File: src/rtl/riscv_pkg.sv
`default_nettype none
//============================================================================
// Module      : riscv_pkg
// Description : Shared definitions for the ID/EX operand stage: ALU opcode
//               encodings, register index width and the ID/EX pipeline
//               register bundle.
// Revision    : 1.0 - initial release
//============================================================================
package riscv_pkg;

    localparam int XLEN       = 32;
    localparam int REG_ADDR_W = 5;
    localparam int ALU_OP_W   = 4;

    // ALU operation codes understood by the EX-stage ALU
    localparam logic [ALU_OP_W-1:0] ALU_AND = 4'b0000;
    localparam logic [ALU_OP_W-1:0] ALU_OR  = 4'b0001;
    localparam logic [ALU_OP_W-1:0] ALU_ADD = 4'b0010;
    localparam logic [ALU_OP_W-1:0] ALU_SLL = 4'b0100;
    localparam logic [ALU_OP_W-1:0] ALU_SRL = 4'b0101;
    localparam logic [ALU_OP_W-1:0] ALU_XOR = 4'b0110;
    localparam logic [ALU_OP_W-1:0] ALU_SRA = 4'b0111;
    localparam logic [ALU_OP_W-1:0] ALU_EQ  = 4'b1000;
    localparam logic [ALU_OP_W-1:0] ALU_NE  = 4'b1001;
    localparam logic [ALU_OP_W-1:0] ALU_LTU = 4'b1010;
    localparam logic [ALU_OP_W-1:0] ALU_GEU = 4'b1011;
    localparam logic [ALU_OP_W-1:0] ALU_SLT = 4'b1100;
    localparam logic [ALU_OP_W-1:0] ALU_SUB = 4'b1101;

    // Everything the EX stage remembers about the instruction it holds.
    // An all-zero value is a bubble (invalid, no side effects, ALU_AND).
    typedef struct packed {
        logic                  valid;
        logic                  reg_write;
        logic                  mem_read;
        logic                  mem_write;
        logic                  alu_src;
        logic [ALU_OP_W-1:0]   alu_op;
        logic [REG_ADDR_W-1:0] rs1;
        logic [REG_ADDR_W-1:0] rs2;
        logic [REG_ADDR_W-1:0] rd;
        logic [XLEN-1:0]       pc;
        logic [XLEN-1:0]       rs1_data;
        logic [XLEN-1:0]       rs2_data;
        logic [XLEN-1:0]       imm;
    } id_ex_t;

endpackage
`default_nettype wire

File: src/rtl/forward_unit.sv
`default_nettype none
//============================================================================
// Module      : forward_unit
// Description : Combinational operand bypass. Selects the MEM result, the WB
//               result or the latched register-file value for one EX source
//               register. MEM is younger than WB and therefore wins; x0 is
//               never bypassed.
// Ports       : ex_rs_i       source register index held in EX
//               mem_*_i       MEM-stage destination, write enable, value
//               wb_*_i        WB-stage destination, write enable, value
//               reg_data_i    register-file value latched at ID
//               operand_o     selected operand
// Revision    : 1.0 - initial release
//============================================================================
module forward_unit #(
    parameter int DATA_WIDTH = 32,
    parameter int REG_ADDR_W = 5
) (
    input  logic [REG_ADDR_W-1:0] ex_rs_i,
    input  logic [REG_ADDR_W-1:0] mem_rd_i,
    input  logic                  mem_we_i,
    input  logic [DATA_WIDTH-1:0] mem_result_i,
    input  logic [REG_ADDR_W-1:0] wb_rd_i,
    input  logic                  wb_we_i,
    input  logic [DATA_WIDTH-1:0] wb_result_i,
    input  logic [DATA_WIDTH-1:0] reg_data_i,
    output logic [DATA_WIDTH-1:0] operand_o
);

    logic mem_hit;
    logic wb_hit;

    assign mem_hit = mem_we_i && (mem_rd_i != '0) && (mem_rd_i == ex_rs_i);
    assign wb_hit  = wb_we_i  && (wb_rd_i  != '0) && (wb_rd_i  == ex_rs_i);

    always_comb begin
        operand_o = reg_data_i;
        if (mem_hit) begin
            operand_o = mem_result_i;
        end else if (wb_hit) begin
            operand_o = wb_result_i;
        end
    end

endmodule
`default_nettype wire

File: src/rtl/id_ex_operand_stage.sv
`default_nettype none
//============================================================================
// Module      : id_ex_operand_stage
// Description : ID/EX pipeline register with MEM/WB operand forwarding and
//               load-use hazard detection, feeding the EX-stage ALU.
// Ports       : clk, reset           clock / asynchronous active-high reset
//               stall, flush         hold EX / squash the ID instruction
//               id_*                 decoded instruction from ID
//               mem_*, wb_*          forwarding sources from MEM and WB
//               SrcA, SrcB, Operation  ALU operands and op code
//               ex_store_data        forwarded rs2 for stores
//               ex_pc, ex_rd, ex_valid, ex_reg_write, ex_mem_read,
//               ex_mem_write         registered instruction fields
//               load_use_stall       combinational hold request to IF/ID
// Revision    : 1.0 - initial release
//============================================================================
module id_ex_operand_stage #(
    parameter int DATA_WIDTH    = 32,
    parameter int OPCODE_LENGTH = 4,
    parameter int REG_ADDR_W    = 5
) (
    input  logic                     clk,
    input  logic                     reset,
    input  logic                     stall,
    input  logic                     flush,
    input  logic                     id_valid,
    input  logic [DATA_WIDTH-1:0]    id_pc,
    input  logic [DATA_WIDTH-1:0]    id_rs1_data,
    input  logic [DATA_WIDTH-1:0]    id_rs2_data,
    input  logic [DATA_WIDTH-1:0]    id_imm,
    input  logic [REG_ADDR_W-1:0]    id_rs1,
    input  logic [REG_ADDR_W-1:0]    id_rs2,
    input  logic [REG_ADDR_W-1:0]    id_rd,
    input  logic [OPCODE_LENGTH-1:0] id_alu_op,
    input  logic                     id_alu_src,
    input  logic                     id_reg_write,
    input  logic                     id_mem_read,
    input  logic                     id_mem_write,
    input  logic [REG_ADDR_W-1:0]    mem_rd,
    input  logic [REG_ADDR_W-1:0]    wb_rd,
    input  logic                     mem_reg_write,
    input  logic                     wb_reg_write,
    input  logic [DATA_WIDTH-1:0]    mem_result,
    input  logic [DATA_WIDTH-1:0]    wb_result,
    output logic [DATA_WIDTH-1:0]    SrcA,
    output logic [DATA_WIDTH-1:0]    SrcB,
    output logic [OPCODE_LENGTH-1:0] Operation,
    output logic [DATA_WIDTH-1:0]    ex_store_data,
    output logic [DATA_WIDTH-1:0]    ex_pc,
    output logic [REG_ADDR_W-1:0]    ex_rd,
    output logic                     ex_valid,
    output logic                     ex_reg_write,
    output logic                     ex_mem_read,
    output logic                     ex_mem_write,
    output logic                     load_use_stall
);

    import riscv_pkg::*;

    id_ex_t                  ex_q;
    id_ex_t                  ex_d;
    logic [DATA_WIDTH-1:0]   fwd_a;
    logic [DATA_WIDTH-1:0]   fwd_b;

    // A load in EX cannot supply its data until MEM, so a dependent
    // instruction in ID must wait one cycle behind a bubble.
    assign load_use_stall = ex_q.valid && ex_q.mem_read && (ex_q.rd != '0) &&
                            id_valid &&
                            ((id_rs1 == ex_q.rd) || (id_rs2 == ex_q.rd));

    // Priority: flush > stall > load-use bubble > normal load.
    // Flush wins over stall so a squashed instruction never survives a hold.
    always_comb begin
        ex_d = ex_q;
        if (flush) begin
            ex_d        = '0;
            ex_d.alu_op = ALU_AND;
        end else if (stall) begin
            ex_d = ex_q;
        end else if (load_use_stall) begin
            ex_d        = '0;
            ex_d.alu_op = ALU_AND;
        end else begin
            ex_d.valid     = id_valid;
            ex_d.reg_write = id_reg_write & id_valid;
            ex_d.mem_read  = id_mem_read  & id_valid;
            ex_d.mem_write = id_mem_write & id_valid;
            ex_d.alu_src   = id_alu_src;
            ex_d.alu_op    = id_alu_op;
            ex_d.rs1       = id_rs1;
            ex_d.rs2       = id_rs2;
            ex_d.rd        = id_rd;
            ex_d.pc        = id_pc;
            ex_d.rs1_data  = id_rs1_data;
            ex_d.rs2_data  = id_rs2_data;
            ex_d.imm       = id_imm;
        end
    end

    always_ff @(posedge clk or posedge reset) begin
        if (reset) begin
            ex_q <= '0;
        end else begin
            ex_q <= ex_d;
        end
    end

    forward_unit #(
        .DATA_WIDTH (DATA_WIDTH),
        .REG_ADDR_W (REG_ADDR_W)
    ) u_fwd_a (
        .ex_rs_i      (ex_q.rs1),
        .mem_rd_i     (mem_rd),
        .mem_we_i     (mem_reg_write),
        .mem_result_i (mem_result),
        .wb_rd_i      (wb_rd),
        .wb_we_i      (wb_reg_write),
        .wb_result_i  (wb_result),
        .reg_data_i   (ex_q.rs1_data),
        .operand_o    (fwd_a)
    );

    forward_unit #(
        .DATA_WIDTH (DATA_WIDTH),
        .REG_ADDR_W (REG_ADDR_W)
    ) u_fwd_b (
        .ex_rs_i      (ex_q.rs2),
        .mem_rd_i     (mem_rd),
        .mem_we_i     (mem_reg_write),
        .mem_result_i (mem_result),
        .wb_rd_i      (wb_rd),
        .wb_we_i      (wb_reg_write),
        .wb_result_i  (wb_result),
        .reg_data_i   (ex_q.rs2_data),
        .operand_o    (fwd_b)
    );

    assign SrcA          = fwd_a;
    assign SrcB          = ex_q.alu_src ? ex_q.imm : fwd_b;
    // Stores always need the real rs2 value, even when SrcB carries the offset
    assign ex_store_data = fwd_b;
    assign Operation     = ex_q.alu_op;
    assign ex_pc         = ex_q.pc;
    assign ex_rd         = ex_q.rd;
    assign ex_valid      = ex_q.valid;
    assign ex_reg_write  = ex_q.reg_write;
    assign ex_mem_read   = ex_q.mem_read;
    assign ex_mem_write  = ex_q.mem_write;

endmodule
`default_nettype wire
File: config.mk
export PLATFORM = sky130hd
export DESIGN_NAME = id_ex_operand_stage
export DESIGN_NICKNAME = d
export VERILOG_FILES = /design/src/rtl/riscv_pkg.sv /design/src/rtl/forward_unit.sv /design/src/rtl/id_ex_operand_stage.sv
export SDC_FILE = /design/constraint.sdc
export NUM_CORES = 1
export LEC_CHECK = 0
export CORE_MARGIN = 8
export CORE_UTILIZATION = 41
export CTS_CLUSTER_DIAMETER = 100
export DETAILED_ROUTE_END_ITERATION = 7
export GPL_TIMING_DRIVEN = 0
export PLACE_DENSITY_LB_ADDON = 0.2
export REMOVE_ABC_BUFFERS = 1
export SLEW_MARGIN = 20
export SYNTH_ARGS = -nofsm -noshare
export SYNTH_HDL_FRONTEND = slang
export SYNTH_SLANG_ARGS = --single-unit
File: constraint.sdc
create_clock -name clk -period 4.3 [get_ports clk]
set_input_delay 0.645 -clock clk [delete_from_list [all_inputs] [get_ports clk]]
set_output_delay 0.645 -clock clk [all_outputs]
set_load 0.01 [all_outputs]
==> results of run 1 <==
-- synthesized netlist by cell type (all sizes together) (10+ instances only) --
library cell | count | area share [%]
nand3b | 129 | 9.9
mux2 | 27 | 3.1
a21oi | 33 | 1.7
xor2 | 10 | 0.89
o21ai | 31 | 1.6
nor2 | 46 | 1.8
dfrtp | 152 | 39
buf | 71 | 4.9
o41ai | 149 | 13
mux2i | 32 | 3.3
xnor2 | 20 | 1.9
clkbuf | 86 | 3.3
nand2 | 31 | 1.2
or3 | 27 | 1.7
a31oi | 27 | 2.0
inv | 177 | 6.8
nor3 | 29 | 1.5
-- flip-flops by register name (all words and copies together) (netlist names) --
register	flops
ex_q	107
ex_pc	32
ex_rd	5
Operation	4
ex_mem_read	1
ex_mem_write	1
ex_reg_write	1
ex_valid	1
-- layout make-up --
| cell class | instances | area, um2 |
|---|---|---|
| clock buffer | 18 | 439 |
| timing repair buffer | 403 | 4290 |
| multi-input combinational | 625 | 4630 |
| inverter | 177 | 672 |
| fill | 2004 | 9070 |
| sequential | 152 | 3800 |
| clock inverter | 14 | 165 |
| tap | 319 | 399 |
-- final timing paths --
path / startpoint / end / slack [ns] / cells past startpoint
hold reg to reg: Operation[0] / Operation[0] / 0.47 / 2
max in group asynchronous: reset / ex_q[147] / 2.77 / 3
setup reg to reg: ex_rd[1] / ex_q[15] / 1.64 / 8
setup / recovery: wb_rd[1] / SrcA[13] / 0.10 / 9
hold / removal: Operation[0] / Operation[0] / 0.47 / 2
min in group asynchronous: reset / ex_pc[4] / 0.66 / 2
-- logic make-up after synthesis --
kind of cell / count (synthesis) / share of synthesized area, %
multiplexers: 59 / 6.36
AND/OR/NAND/NOR: 281 / 17.3
buffers and inverters: 334 / 15.0
AO/OA/AOI/OAI: 253 / 19.8
XOR/XNOR: 30 / 2.75
flip-flops: 152 / 38.7
-- through the flow --
| step | hold slack [ns] | setup TNS, ns | setup slack, ns | cells | power (W) |
|---|---|---|---|---|---|
| after detailed placement | 0.463 | -9.62 | -0.403 | 1670 | 0.00256 |
| after global routing | 0.498 | 0 | 0.00855 | 1708 | 0.00430 |
| after CTS | 0.477 | 0 | 0.0158 | 1706 | 0.00415 |
| after floorplan | 0.443 | -488.74 | -3.31 | 952 | 0.00192 |
| after global placement | 0.454 | -1820.94 | -9.50 | 1644 | 0.00253 |
| final | 0.474 | 0 | 0.100 | 1708 | 0.00412 |
-- what timing repair did --
| item | in CTS | in global routing |
|---|---|---|
| setup endpoints to repair | 51 | 37 |
| setup buffers | 4 | 0 |
| pin swaps | 4 | 1 |
| resized for setup | 2 | 7 |
| cloned | 0 | 2 |
-- worst register-to-register path: cells and delay by family, from the launching register on --
kind                   cells  cell delay [ns]
AOI/OAI and AO/OA          3             0.83
buffers and inverters      4             0.72
DFF                        1             0.44
and+or+nand+nor            1             0.54
-- where the power goes --
| group | switching, W | total (W) | internal [W] |
|---|---|---|---|
| Clock | 0.000686 | 0.00158 | 0.000890 |
| Sequential | 0.0000550 | 0.00156 | 0.00151 |
| Combinational | 0.000444 | 0.000983 | 0.000539 |
| Total | 0.00119 | 0.00412 | 0.00294 |
-- routing by layer --
layer	routed length, um	part of all wire, %	global-route usage (%)
met5	0	0	0
met4	771	2.1	7.70
met3	3490	9.5	7.51
met2	17800	48	39.7
met1	14700	40	29.5
==> results.json, run 1 <==
{
  "remaining_drc_errors": 0,
  "fmaxAchievable_ghz": 0.238,
  "clock_skew_ns": 0.00984,
  "antenna_found_initial": 0,
  "worstSetupStartpointType": "input pin",
  "mostFrequentLayoutCell": "clkdlybuf4s50_1",
  "syn_area_per_cell_um2": 8.86,
  "cp_cell_sequence": "clkdlybuf4s50_1 > or4_4 > nor2_1 > nor4_4 > buf_8 > buf_6 > mux2i_1 > a21oi_1 > clkdlybuf4s50_1",
  "synth-warning-count": 0,
  "p_leak_nw": 6.09,
  "tritoncts": "yes",
  "antenna_cells": 0,
  "seq_area_frac_synth_pct": 38.7,
  "htree_levels": 4,
  "root_buffer": "clkbuf_16",
  "layout_common_cells": "clkdlybuf4s50_1, inv_1, dfrtp_1, o41ai_1, nand3b_1",
  "critPathArrivalTime_ns": 3.55,
  "ant_nets": 0,
  "die_x_um": 171,
  "drive_gt1_share_pct": 7.70,
  "crit_type": "in -> out",
  "first_global_vias": 9558,
  "wire_per_inst_um": 21.5,
  "worstSetupEndpointType": "output port",
  "place_area_mm2": 0.0137,
  "via_per_inst": 5.52,
  "die_y_um": 171,
  "coreArea_mm2": 0.0235,
  "required_ns": 3.65,
  "num_vias": 9426,
  "fin_area_mm2": 0.0144,
  "clk_latency_ns": 0.43,
  "grt_pass1_wl_um": 55200,
  "place_congestion": 0.873,
  "peakVddDrop_uv": 214,
  "cts-buffers-inserted": 17,
  "drt-total-wl_um": 36700,
  "min_path_type": "reg -> reg",
  "crit_buf_inv": 4,
  "pin_count": 374,
  "grt_max_degree": 163,
  "slew_viol_final": 0,
  "setup_viol": 0,
  "final_util_pct": 61.4,
  "crit_path_max_incr_delay_ns": 0.70,
  "cts.sink_count": 152,
  "crit_path_top_delay_cell": "nor4_4",
  "power.density_mw_per_mm2": 286,
  "start_util_pct": 41.9,
  "final_hold_viol_count": 0,
  "ys_ff_latch": 152,
  "dieArea_mm2": 0.0292,
  "critPathTopFamily": "buffers and inverters",
  "synthToLayoutAreaGrowth_pct": 46.6,
  "ys.flop_type": "dfrtp_1",
  "cpMostUsedCell": "clkdlybuf4s50_1",
  "synthCells": 1109,
  "rows": 56,
  "nets": 1608,
  "worstMarginPinSlew_ns": 0.718,
  "drt_iter0_drc": 859,
  "grt_use_total_pct": 24.0,
  "status": "finished clean",
  "firstDrtPassIters": 5,
  "rsz0062_at_grt": "no",
  "synth-edff-count": 0,
  "clockBufferDepth": 2,
  "synth.distinct_cells": 39,
  "fin_crit_sh_pct": 97.7,
  "maxSlewHeadroom_pct": 51.7,
  "finalCriticalPeriod_ns": 4.20,
  "port_buffers": 373,
  "dp_hpwl_um": 25200,
  "synthArstFlopShare_pct": 100,
  "cap_violations": 0,
  "synth_area_mm2": 0.00982,
  "crit_path_max_fanout": 7,
  "gr-total-overflow": 0,
  "ctsHoldBuffers": 0,
  "clkSlewWorstSetupHoldPaths_ns": 0.07
}
(Power assumes the default switching activity.)
==> inputs of run 2 (changes only) <==
--- a/config.mk
+++ b/config.mk
@@ -6,10 +6,9 @@
 export NUM_CORES = 1
 export LEC_CHECK = 0
 export CORE_MARGIN = 8
-export CORE_UTILIZATION = 41
+export CORE_UTILIZATION = 45
 export CTS_CLUSTER_DIAMETER = 100
 export DETAILED_ROUTE_END_ITERATION = 7
-export GPL_TIMING_DRIVEN = 0
 export PLACE_DENSITY_LB_ADDON = 0.2
 export REMOVE_ABC_BUFFERS = 1
 export SLEW_MARGIN = 20
==> constraint.sdc (replaced) <==
create_clock -name clk -period 4.2 [get_ports clk]
set_input_delay 0.63 -clock clk [delete_from_list [all_inputs] [get_ports clk]]
set_output_delay 0.63 -clock clk [all_outputs]
set_load 0.01 [all_outputs]
==> run 2 against run 1 <==
Net effect:
- sequential power rose by 3%
- critical path type unchanged
- via count fell by 1.1%
- total power rose by 1.1%
- highest routed layer is now met5
- clock power barely moved
- sequential share of layout area rose by 0.71 points
- clock skew rose by 0.0022 ns
- die area fell by 8.1%
- worst setup slack improved by 0.16 ns
==> results.json, run 2 (synthesized netlist as in run 1, its figures left out) <==
{
  "cts.sink_count": 152,
  "clk_latency_ns": 0.43,
  "ant_nets": 0,
  "htree_levels": 4,
  "cpMostUsedCell": "clkdlybuf4s50_1",
  "setup_viol": 0,
  "num_vias": 9327,
  "fin_area_mm2": 0.0140,
  "worstSetupEndpointType": "output port",
  "root_buffer": "clkbuf_16",
  "crit_type": "in -> out",
  "port_buffers": 373,
  "critPathArrivalTime_ns": 3.31,
  "dieArea_mm2": 0.0268,
  "drt_iter0_drc": 789,
  "worstSetupStartpointType": "input pin",
  "tritoncts": "yes",
  "die_y_um": 164,
  "synthToLayoutAreaGrowth_pct": 42.8,
  "clkSlewWorstSetupHoldPaths_ns": 0.07,
  "ctsHoldBuffers": 0,
  "n_fill_cell": 1838,
  "power.density_mw_per_mm2": 297,
  "start_util_pct": 45.4,
  "die_x_um": 164,
  "via_per_inst": 5.62,
  "finalCriticalPeriod_ns": 3.94,
  "final_util_pct": 64.9,
  "grt_use_total_pct": 25.0,
  "drt-total-wl_um": 34200,
  "antenna_found_initial": 2,
  "p_leak_nw": 5.94,
  "wire_per_inst_um": 20.6,
  "cp_cell_sequence": "clkdlybuf4s50_1 > or4_4 > o211ai_4 > buf_12 > o21ai_1 > a31oi_1 > mux2_2 > clkdlybuf4s50_1",
  "cts-buffers-inserted": 17,
  "first_global_vias": 9544,
  "min_path_type": "reg -> reg",
  "maxSlewHeadroom_pct": 31.5,
  "pin_count": 374,
  "nets": 1596,
  "largest_register": "ex_q",
  "slew_viol_final": 0,
  "rsz0062_at_grt": "no",
  "firstDrtPassIters": 5,
  "rows": 54,
  "clock_skew_ns": 0.0121,
  "fin_crit_sh_pct": 93.8,
  "worstMarginPinSlew_ns": 1.03,
  "gr-total-overflow": 0,
  "clockBufferDepth": 2,
  "cts_resized": 0,
  "final_hold_viol_count": 0,
  "status": "finished clean",
  "crit_path_top_delay_cell": "or4_4",
  "coreArea_mm2": 0.0216,
  "mostFrequentLayoutCell": "clkdlybuf4s50_1",
  "layout_common_cells": "clkdlybuf4s50_1, inv_1, dfrtp_1, o41ai_1, nand3b_1",
  "required_ns": 3.57,
  "largest_reg_flops": 107,
  "grt_pass1_wl_um": 53000,
  "place_area_mm2": 0.0134,
  "fmaxAchievable_ghz": 0.254,
  "peakVddDrop_uv": 244,
  "cap_violations": 0,
  "crit_path_max_fanout": 55,
  "grt_max_degree": 174,
  "drive_gt1_share_pct": 6.54,
  "crit_path_max_incr_delay_ns": 0.59,
  "remaining_drc_errors": 0,
  "tns_ns": 0,
  "cts_setup_buffers": 0,
  "place_congestion": 0.885,
  "dp_hpwl_um": 23700
}
run 2: cell count changes in the layout (fill, tap and decap cells not counted), moves of 3 or more:
cell	delta
inv_8	-3
inv_6	+4
buf_12	+9
buf_4	+5
buf_6	-5
buf_16	-12
or4_4	-3
buf_8	-8
diode_2	+4
run 2: final cells by class:
type                       instances  area [um2]  area share [%]
multi-input combinational        623        4580            32.6
timing repair buffer             393        4010            28.6
sequential                       152        3800            27.1
inverter                         177         669            4.77
clock buffer                      18         439            3.13
tap                              280         350            2.50
clock inverter                    14         161            1.15
antenna                            4        10.0          0.0714
run 2: stage by stage:
step                      total power (W)  hold WS [ns]  cells  setup slack (ns)
after global placement            0.00259         0.454   1625             0.287
after CTS                         0.00421         0.480   1657             0.261
after global routing              0.00435         0.498   1658             0.104
after detailed placement          0.00261         0.460   1625             0.266
after floorplan                   0.00196         0.443    952             -3.39
final                             0.00417         0.478   1661             0.262
run 2: worst paths after layout:
check                                from         to  slack (ns)  depth (start not counted)
worst max-delay path             wb_rd[0]   SrcB[13]        0.26                          8
worst min-delay path            ex_pc[29]  ex_pc[29]        0.48                          2
worst max register to register   ex_rd[2]   ex_q[29]        1.89                          5
worst min register to register  ex_pc[29]  ex_pc[29]        0.48                          2
max in group asynchronous           reset   ex_q[66]        2.69                          3
min in group asynchronous           reset   ex_q[15]        0.70                          2
run 2: critical path: cells and delay by family:
| kind | cells | cell delay (ns) |
|---|---|---|
| buf+inv | 3 | 1.26 |
| compound gates | 3 | 0.56 |
| simple gates | 1 | 0.59 |
| mux | 1 | 0.21 |
run 2: report_power, final:
| part | internal [W] | leakage [nW] | switching [W] |
|---|---|---|---|
| clock network | 0.000907 | 0.290 | 0.000686 |
| registers | 0.00155 | 2.02 | 0.0000657 |
| logic | 0.000539 | 3.63 | 0.000427 |
| total | 0.00299 | 5.94 | 0.00118 |
run 2: metal layers:
layer,up-vias,GRT usage (%),routed length (um)
li1,4443,-,-
met1,4430,29.4,13300
met2,394,41.1,16400
met3,58,8.62,3510
met4,2,10.5,883
met5,-,0,13
